File: src/rtl/ws_bank_scheduler.sv
// Double-buffered LED frame-store scheduler between the SPI frame writer and the ws2812 driver.
// Optional brightness scaling is enabled by defining BRIGHTNESS_SCALE_EN.
module ws_bank_scheduler #(
  parameter int NUM_LEDS = 16,
  parameter int AW       = $clog2(NUM_LEDS),
  parameter int CW       = $clog2(NUM_LEDS) + 1
) (
  input  logic          clk,
  input  logic          reset,
  input  logic          wr_start,
  input  logic          wr_done,
  input  logic [CW-1:0] wr_count,
  output logic          wr_bank,
  input  logic          ws_reset_state,
  input  logic          ws_data_request,
  input  logic [AW-1:0] ws_address,
  output logic [AW:0]   mem_rd_addr,
  input  logic [23:0]   mem_rd_data,
  output logic [7:0]    red_out,
  output logic [7:0]    green_out,
  output logic [7:0]    blue_out,
  output logic          disp_bank,
  output logic          swap_pulse,
  output logic [7:0]    drop_count
`ifdef BRIGHTNESS_SCALE_EN
  ,
  input  logic [7:0]    bright_in,
  input  logic          bright_load
`endif
);

  localparam int STAGES = 1;
  localparam logic [AW:0]   BANK_OFS = (AW+1)'(NUM_LEDS);
  localparam logic [CW-1:0] MAX_CNT  = CW'(NUM_LEDS);

  typedef enum logic [1:0] {S_IDLE, S_FILL, S_PEND} state_t;

  state_t        state, state_n;
  logic          rs_q;
  logic          swap_go;
  logic          drop_inc;
  logic          latch_pend;
  logic [CW-1:0] pend_count;
  logic [CW-1:0] disp_count;

  logic [STAGES:0] vld_pipe;
  logic            blank_q;
  logic [23:0]     col_live;
  logic [23:0]     col_q;
  logic [23:0]     col_out;

  assign wr_bank = ~disp_bank;
  // A swap commits only at a driver frame boundary, so the displayed frame is never torn.
  assign swap_go = (state == S_PEND) & ws_reset_state & ~rs_q;

  always_comb begin
    state_n    = state;
    drop_inc   = 1'b0;
    latch_pend = 1'b0;
    case (state)
      S_IDLE: if (wr_start) state_n = S_FILL;
      S_FILL: begin
        if (wr_start) state_n = S_FILL;
        else if (wr_done) begin
          if (wr_count == '0) state_n = S_IDLE;
          else begin
            state_n    = S_PEND;
            latch_pend = 1'b1;
          end
        end
      end
      S_PEND: begin
        // A new frame replaces the pending one unless the pending one is being shown now.
        if (wr_start) begin
          state_n  = S_FILL;
          drop_inc = ~swap_go;
        end else if (swap_go) state_n = S_IDLE;
      end
      default: state_n = S_IDLE;
    endcase
  end

  always_ff @(posedge clk) begin
    if (reset) begin
      state      <= S_IDLE;
      rs_q       <= 1'b0;
      disp_bank  <= 1'b0;
      disp_count <= '0;
      pend_count <= '0;
      swap_pulse <= 1'b0;
      drop_count <= '0;
    end else begin
      state      <= state_n;
      rs_q       <= ws_reset_state;
      swap_pulse <= swap_go;
      if (latch_pend) pend_count <= (wr_count > MAX_CNT) ? MAX_CNT : wr_count;
      if (swap_go) begin
        disp_bank  <= ~disp_bank;
        disp_count <= pend_count;
      end
      if (drop_inc && drop_count != 8'hFF) drop_count <= drop_count + 8'd1;
    end
  end

  assign mem_rd_addr = disp_bank ? {1'b0, ws_address} : ({1'b0, ws_address} + BANK_OFS);
  assign vld_pipe[0] = ws_data_request;
  assign col_live    = blank_q ? 24'h0 : mem_rd_data;

  always_ff @(posedge clk) begin
    if (reset) begin
      vld_pipe[STAGES:1] <= '0;
      blank_q            <= 1'b0;
    end else begin
      vld_pipe[STAGES:1] <= vld_pipe[STAGES-1:0];
      if (ws_data_request) blank_q <= (CW'(ws_address) >= disp_count);
    end
  end

`ifdef BRIGHTNESS_SCALE_EN
  logic [7:0] bright_shadow, bright_act;

  function automatic logic [7:0] scale(input logic [7:0] c, input logic [7:0] a);
    logic [15:0] p;
    p = 16'(c) * 16'(a) + 16'(c);
    return 8'(p >> 8);
  endfunction

  always_ff @(posedge clk) begin
    if (reset) begin
      bright_shadow <= 8'hFF;
      bright_act    <= 8'hFF;
      col_q         <= '0;
    end else begin
      if (bright_load) bright_shadow <= bright_in;
      if (swap_go) bright_act <= bright_shadow;
      if (vld_pipe[1])
        col_q <= {scale(col_live[23:16], bright_act), scale(col_live[15:8], bright_act),
                  scale(col_live[7:0], bright_act)};
    end
  end

  // Scaled colours come from the extra register stage.
  assign col_out = col_q;
`else
  always_ff @(posedge clk) begin
    if (reset) col_q <= '0;
    else if (vld_pipe[1]) col_q <= col_live;
  end

  // Present the read data in the cycle it arrives, then hold it.
  assign col_out = vld_pipe[1] ? col_live : col_q;
`endif

  assign green_out = col_out[23:16];
  assign red_out   = col_out[15:8];
  assign blue_out  = col_out[7:0];

endmodule

File: config.mk
export PLATFORM = sky130hd
export DESIGN_NAME = ws_bank_scheduler
export DESIGN_NICKNAME = d
export VERILOG_FILES = /design/src/rtl/ws_bank_scheduler.sv
export SDC_FILE = /design/constraint.sdc
export NUM_CORES = 1
export LEC_CHECK = 0
export CAP_MARGIN = 20
export CORE_MARGIN = 10
export CORE_UTILIZATION = 67
export CTS_CLUSTER_SIZE = 28
export DETAILED_ROUTE_END_ITERATION = 7
export DONT_BUFFER_PORTS = 1
export PLACE_DENSITY_LB_ADDON = 0.05
export SETUP_SLACK_MARGIN = 0.2
export SLEW_MARGIN = 0
export SYNTH_ARGS = -nofsm -noshare
export SYNTH_HDL_FRONTEND = slang
export SYNTH_SLANG_ARGS = --single-unit
File: constraint.sdc
create_clock -name clk -period 2.7 [get_ports clk]
set_input_delay 0.54 -clock clk [delete_from_list [all_inputs] [get_ports clk]]
set_output_delay 0.54 -clock clk [all_outputs]
set_load 0.02 [all_outputs]
==> qor.yml, run 1 <==
die_w_um: 77.4
max_freq_mhz: 429
slew_viol_final: 0
cts_sinks: 49
worst_slack_ps: 368
grt_overflow: 0
synth_cells: 258
grt_pass1_wl_um: 7310
row_count: 20
netlist_area_um2: 2210
synth_edf_count: 0
cts.clk_slew.worst_paths_ps: 130
startpoint_type: "flip-flop"
period_needed_ps: 2330
fin_cells: 296
p_comb_frac: 0.095
final_nets: 295
clkPwrFrac: 0.298
async_flop_share: 0
cts_setup_buffers: 0
numPortBuffers: 0
clk_path_buf_depth: 2
worst_pin_slew_ps: 825
area_growth_syn_to_layout_pct: 2.44
arrival_ps: 1790
pre_cts_ws_ps: 786
yosys_register_bits: 49
fill_cells: 259
numCtsBuffers: 5
cp_max_fo: 23
swShare: 0.248
synthDistinctLibCells: 45
htree_levels: 2
grt_max_degree: 52
drc: 0
synth_xor_area_frac: 0.00397
yosys.area_share.simple: 0.269
core_um2: 3100
criticalPathCategory: "flip-flop to output port"
boundaryPins: 79
root_buffer: "clkbuf_4"
min_period_over_period: 0.864
dr.first_iter.drc_count: 135
status: "completed"
fin_tns_setup_ps: 0
synth_ff_type: "dfxtp_1"
initial_core_util: 0.711
first_pass_iters: 4
synth_compound_area_frac: 0.135
diodes: 0
synth_fa_ha_area_frac: 0.0283
synth_top_family_by_area: "simple AND/OR/NAND/NOR gates"
p_int_uw: 933
die_height_um: 77.4
cts_resized: 0
p_switching_uw: 307
avgRoutedWirePerCell_um: 15.2
antenna_found_initial: 0
hold_path_class: "primary input to flip-flop"
dp_hpwl_um: 3370
worstSetupEndpointType: "output port"
gp_congestion: 0.752
rsz0062_at_grt: "no"
postCtsHoldBufs: 0
p_leak_uw: 0.000796
grt_pass1_vias: 1480
synth_nets: 302
wirelength_um: 4500
ir_drop_v: 0.000462
synthMuxAreaShare: 0.0323
gr-usage-all-layers: 0.147
maxCapViolations: 0
layout_commonest_cell: "dfxtp_1"
most-common-layout-cells: "dfxtp_1 (49), nand2_1 (35), nor2b_1 (31)"
avgSynthCellArea_um2: 8.55
setup_viol: 0
insertion_delay_ps: 370
dp.cells: 288
synth_warnings: 0
antenna_left: 0
tritoncts: "done"
die-area_um2: 5990
r2r_setup_slack_ps: 1010
finalHoldViolCount: 0
slew_headroom: 0.444
seq_power_share: 0.607
ys_seq_area_frac: 0.444
drive_gt1_frac: 0.0754
route.vias.total: 1600
p_total_uw: 1240
critPathRequiredTime_ps: 2160
cellPowerDensity_nw_per_um2: 548
finClkSkew_ps: 9.57
viasPerCell: 5.41
==> power by group through the flow <==
stage / registers, uW / clock network [uW] / logic [uW]
final: 753 / 369 / 118
after detailed placement: 769 / 0 / 119
after global routing: 756 / 412 / 130
after floorplan: 768 / 0 / 120
after global placement: 768 / 0 / 115
after CTS: 753 / 381 / 120
==> worst max-delay path: stages (launching register included) <==
cell,delay (ps)
dfxtp_1,340
and2b_1,630
nand2_1,110
o21ai_0,340
==> cell families (layout without fill, tap and decap cells) <==
kind of cell	count (synthesis)	in the layout
simple gates	102	102
xor+xnor	1	1
fa+ha+maj	5	5
compound gates	49	49
flops	49	49
mux	7	7
buf+inv	45	39
==> area by class of cell <==
type / count / area (um^2) / area share
multi-input combinational: 164 / 1030 / 0.458
sequential: 49 / 981 / 0.434
inverter: 30 / 113 / 0.0498
clock buffer: 7 / 65.1 / 0.0288
tap: 44 / 55.1 / 0.0243
timing repair buffer: 1 / 7.51 / 0.00332
clock inverter: 1 / 5.00 / 0.00221
==> sequential cells by signal, summed over array words and instances (netlist names) <==
signal / count
rs_q: 1
vld_pipe: 1
blank_q: 1
swap_pulse: 1
col_q: 24
state: 2
disp_count: 5
drop_count: 8
pend_count: 5
disp_bank: 1
==> synthesized netlist by cell type (4+ instances only) <==
library cell | number | share of area
mux2i_1 | 6 | 0.027
clkbuf_1 | 7 | 0.012
nand2_1 | 35 | 0.060
nor2b_1 | 31 | 0.088
nor3_1 | 4 | 0.0091
dfxtp_1 | 49 | 0.44
ha_1 | 5 | 0.028
inv_1 | 30 | 0.051
nor2_1 | 9 | 0.015
buf_4 | 5 | 0.017
a21oi_1 | 10 | 0.023
nand2b_1 | 4 | 0.011
o21ai_1 | 5 | 0.011
o21ai_0 | 19 | 0.043
==> path summary, 6_finish.rpt <==
path                           endpoint                       start  cells after the start
min reg2reg  pend_count[1]$_SDFFE_PP0P_  pend_count[1]$_SDFFE_PP0P_                      2
min               state[1]$_SDFFE_PP0P_                    wr_start                      1
max                        green_out[3]        blank_q$_SDFFE_PP0P_                      3
max reg2reg        col_q[10]$_SDFF_PP0_        blank_q$_SDFFE_PP0P_                      4
==> routing by layer <==
metal / GRT usage / vias up / wire, um / share of wire
li1: - / 827 / - / -
met1: 0.166 / 713 / 1830 / 0.41
met2: 0.235 / 52 / 2110 / 0.47
met3: 0.0611 / 8 / 480 / 0.11
met4: 0.0712 / 0 / 87 / 0.019
met5: 0 / - / 0 / 0
==> stage by stage <==
step,util,area (um^2),hold WS [ps]
after floorplan,-,2210,432
after global routing,0.729,2260,198
after CTS,0.729,2260,210
final,0.729,2260,225
after global placement,0.706,2190,437
after detailed placement,0.706,2190,446
Power figures use the tool's default switching activity.
==> run 2: changes to the inputs <==
Settings changed: CORE_MARGIN 10 to 8.
==> run 2 against run 1 <==
Compared with the run above:
- die area fell by 10%
- critical path depth unchanged
- sequential cell count unchanged
- maximum frequency fell by 0.29%
- final cell count is 0.68% higher
- non-clock buffer count is the same
- first-iteration DRC count shrank 9.6%
- utilization fell by 2.8 points
- clock power grew 20%
- critical path type unchanged
- critical endpoint is now red_out[6]
- largest cell class unchanged
==> qor.yml, run 2 (synthesis results as in run 1) <==
status: "completed"  # unchanged
min_period_over_period: 0.866  # was 0.864
avgRoutedWirePerCell_um: 14.2  # was 15.2 um
max_freq_mhz: 427  # was 429 MHz
die-area_um2: 5390  # was 5990 um^2
tritoncts: "done"  # unchanged
fill_cells: 297  # was 259
hold_path_class: "primary input to flip-flop"  # unchanged
first_pass_iters: 4  # unchanged
antenna_left: 0  # unchanged
gp_congestion: 0.679  # was 0.752
p_int_uw: 1000  # was 933 uW
drive_gt1_frac: 0.0754  # unchanged
cp_max_fo: 23  # unchanged
core_um2: 3260  # was 3100 um^2
ir_drop_v: 0.000352  # was 0.000462 V
fin_tns_setup_ps: 0  # unchanged
numCtsBuffers: 5  # unchanged
grt_max_degree: 52  # unchanged
clk_path_buf_depth: 2  # unchanged
criticalPathCategory: "flip-flop to output port"  # unchanged
diodes: 0  # unchanged
viasPerCell: 5.26  # was 5.41
worstSetupEndpointType: "output port"  # unchanged
slew_headroom: 0.443  # was 0.444
cellPowerDensity_nw_per_um2: 575  # was 548 nW/um^2
setup_viol: 0  # unchanged
area_growth_syn_to_layout_pct: 3.40  # was 2.44%
hold_path_depth: 1  # unchanged
reg2reg_to: "col_q[14]$_SDFF_PP0_"  # was col_q[10]$_SDFF_PP0_
hold_path_startpoint: "wr_start"  # unchanged
fin_cells: 298  # was 296
final_nets: 295  # unchanged
slew_viol_final: 0  # unchanged
path_buf_inv: 0  # unchanged
arrival_ps: 1800  # was 1790 ps
row_count: 21  # was 20
die_height_um: 73.4  # was 77.4 um
slowest_stage: "and2b_1"  # unchanged
cts_sinks: 49  # unchanged
dp_hpwl_um: 3060  # was 3370 um
largest_register_ffs: 24  # unchanged
dp.cells: 290  # was 288
initial_core_util: 0.677  # was 0.711
final_core_util: 0.700  # was 0.729
cts_resized: 0  # unchanged
die_w_um: 73.4  # was 77.4 um
p_switching_uw: 310  # was 307 uW
dr.first_iter.drc_count: 122  # was 135
grt_pass1_vias: 1445  # was 1480
gr-usage-all-layers: 0.159  # was 0.147
top_register: "col_q"  # unchanged
grt_pass1_wl_um: 6780  # was 7310 um
most-common-layout-cells: "dfxtp_1 (49), nand2_1 (35), nor2b_1 (31)"  # unchanged
period_needed_ps: 2340  # was 2330 ps
rsz0062_at_grt: "no"  # unchanged
r2r_setup_slack_ps: 1000  # was 1010 ps
seq_power_share: 0.574  # was 0.607
max_stage_delay_ps: 650  # was 630 ps
swShare: 0.236  # was 0.248
finalHoldViolCount: 0  # unchanged
p_leak_uw: 0.000799  # was 0.000796 uW
route.vias.total: 1567  # was 1600
clkPwrFrac: 0.338  # was 0.298
path_cells: "and2b_1, nand2_1, o21ai_0"  # unchanged
htree_levels: 2  # unchanged
cts_setup_buffers: 0  # unchanged
wirelength_um: 4220  # was 4500 um
root_buffer: "clkbuf_4"  # unchanged
antenna_found_initial: 0  # unchanged
numPortBuffers: 0  # unchanged
drc: 0  # unchanged
critPathRequiredTime_ps: 2160  # about the same
top_regs: "col_q (24), drop_count (8)"  # unchanged
rr_worst_depth: 4  # unchanged
insertion_delay_ps: 360  # was 370 ps
hold-path-endpoint: "state[1]$_SDFFE_PP0P_"  # unchanged
cp_top_family: "simple AND/OR/NAND/NOR gates"  # unchanged
layout_commonest_cell: "dfxtp_1"  # unchanged
postCtsHoldBufs: 0  # unchanged
cts.clk_slew.worst_paths_ps: 140  # was 130 ps
p_comb_frac: 0.089  # was 0.095
finClkSkew_ps: 10.4  # was 9.57 ps
worst_pin_slew_ps: 826  # was 825 ps
startpoint_type: "flip-flop"  # unchanged
maxCapViolations: 0  # unchanged
boundaryPins: 79  # unchanged
rr_startpoint: "blank_q$_SDFFE_PP0P_"  # unchanged
grt_overflow: 0  # unchanged
-- run 2: changes by cell type in the layout (fill, tap and decap cells not counted) --
cell / before / now
bufinv_16: 0 / 1
clkbuf_8: 2 / 1
clkinv_2: 1 / 0
clkinvlp_4: 0 / 1
-- run 2: per-layer routing --
layer,track usage,part of all wire,up-vias
met4,0.0732,0.014,0
met2,0.246,0.45,49
li1,-,-,825
met1,0.195,0.44,688
met3,0.0518,0.098,5
met5,0,0,-
-- run 2: layout make-up --
class | count | area [um^2] | share of cell area
tap | 46 | 57.6 | 0.0252
clock buffer | 6 | 51.3 | 0.0225
inverter | 30 | 113 | 0.0493
timing repair buffer | 1 | 7.51 | 0.00329
sequential | 49 | 981 | 0.430
multi-input combinational | 164 | 1030 | 0.453
clock inverter | 2 | 37.5 | 0.0164
-- run 2: per-stage QoR --
| stage | cell area, um^2 | power (uW) | setup WS, ps | hold WS, ps |
|---|---|---|---|---|
| 3_3_place_gp | 2190 | 884 | 779 | 433 |
| 3_5_place_dp | 2190 | 887 | 743 | 440 |
| 5_1_grt | 2280 | 1370 | 201 | 195 |
| 4_1_cts | 2280 | 1330 | 323 | 208 |
| 2_1_floorplan | 2210 | 887 | 1100 | 432 |
| 6_report | 2280 | 1310 | 361 | 231 |
-- run 2: power groups by stage --
stage	registers (uW)	clock network, uW	logic [uW]
global route	756	485	130
CTS	753	457	119
floorplan	768	0	120
finish	753	443	117
detailed placement	769	0	118
global placement	768	0	116
-- run 2: worst max-delay path by stage --
stage	startpoint	endpoint	slack (ps)	cells after the start
4_1_cts	blank_q$_SDFFE_PP0P_	red_out[6]	320	3
5_1_grt	blank_q$_SDFFE_PP0P_	red_out[1]	200	3
6_report	blank_q$_SDFFE_PP0P_	red_out[6]	360	3
3_5_place_dp	blank_q$_SDFFE_PP0P_	red_out[6]	740	3
2_1_floorplan	vld_pipe[1]$_SDFF_PP0_	blue_out[2]	1100	4
3_3_place_gp	blank_q$_SDFFE_PP0P_	blue_out[5]	780	3
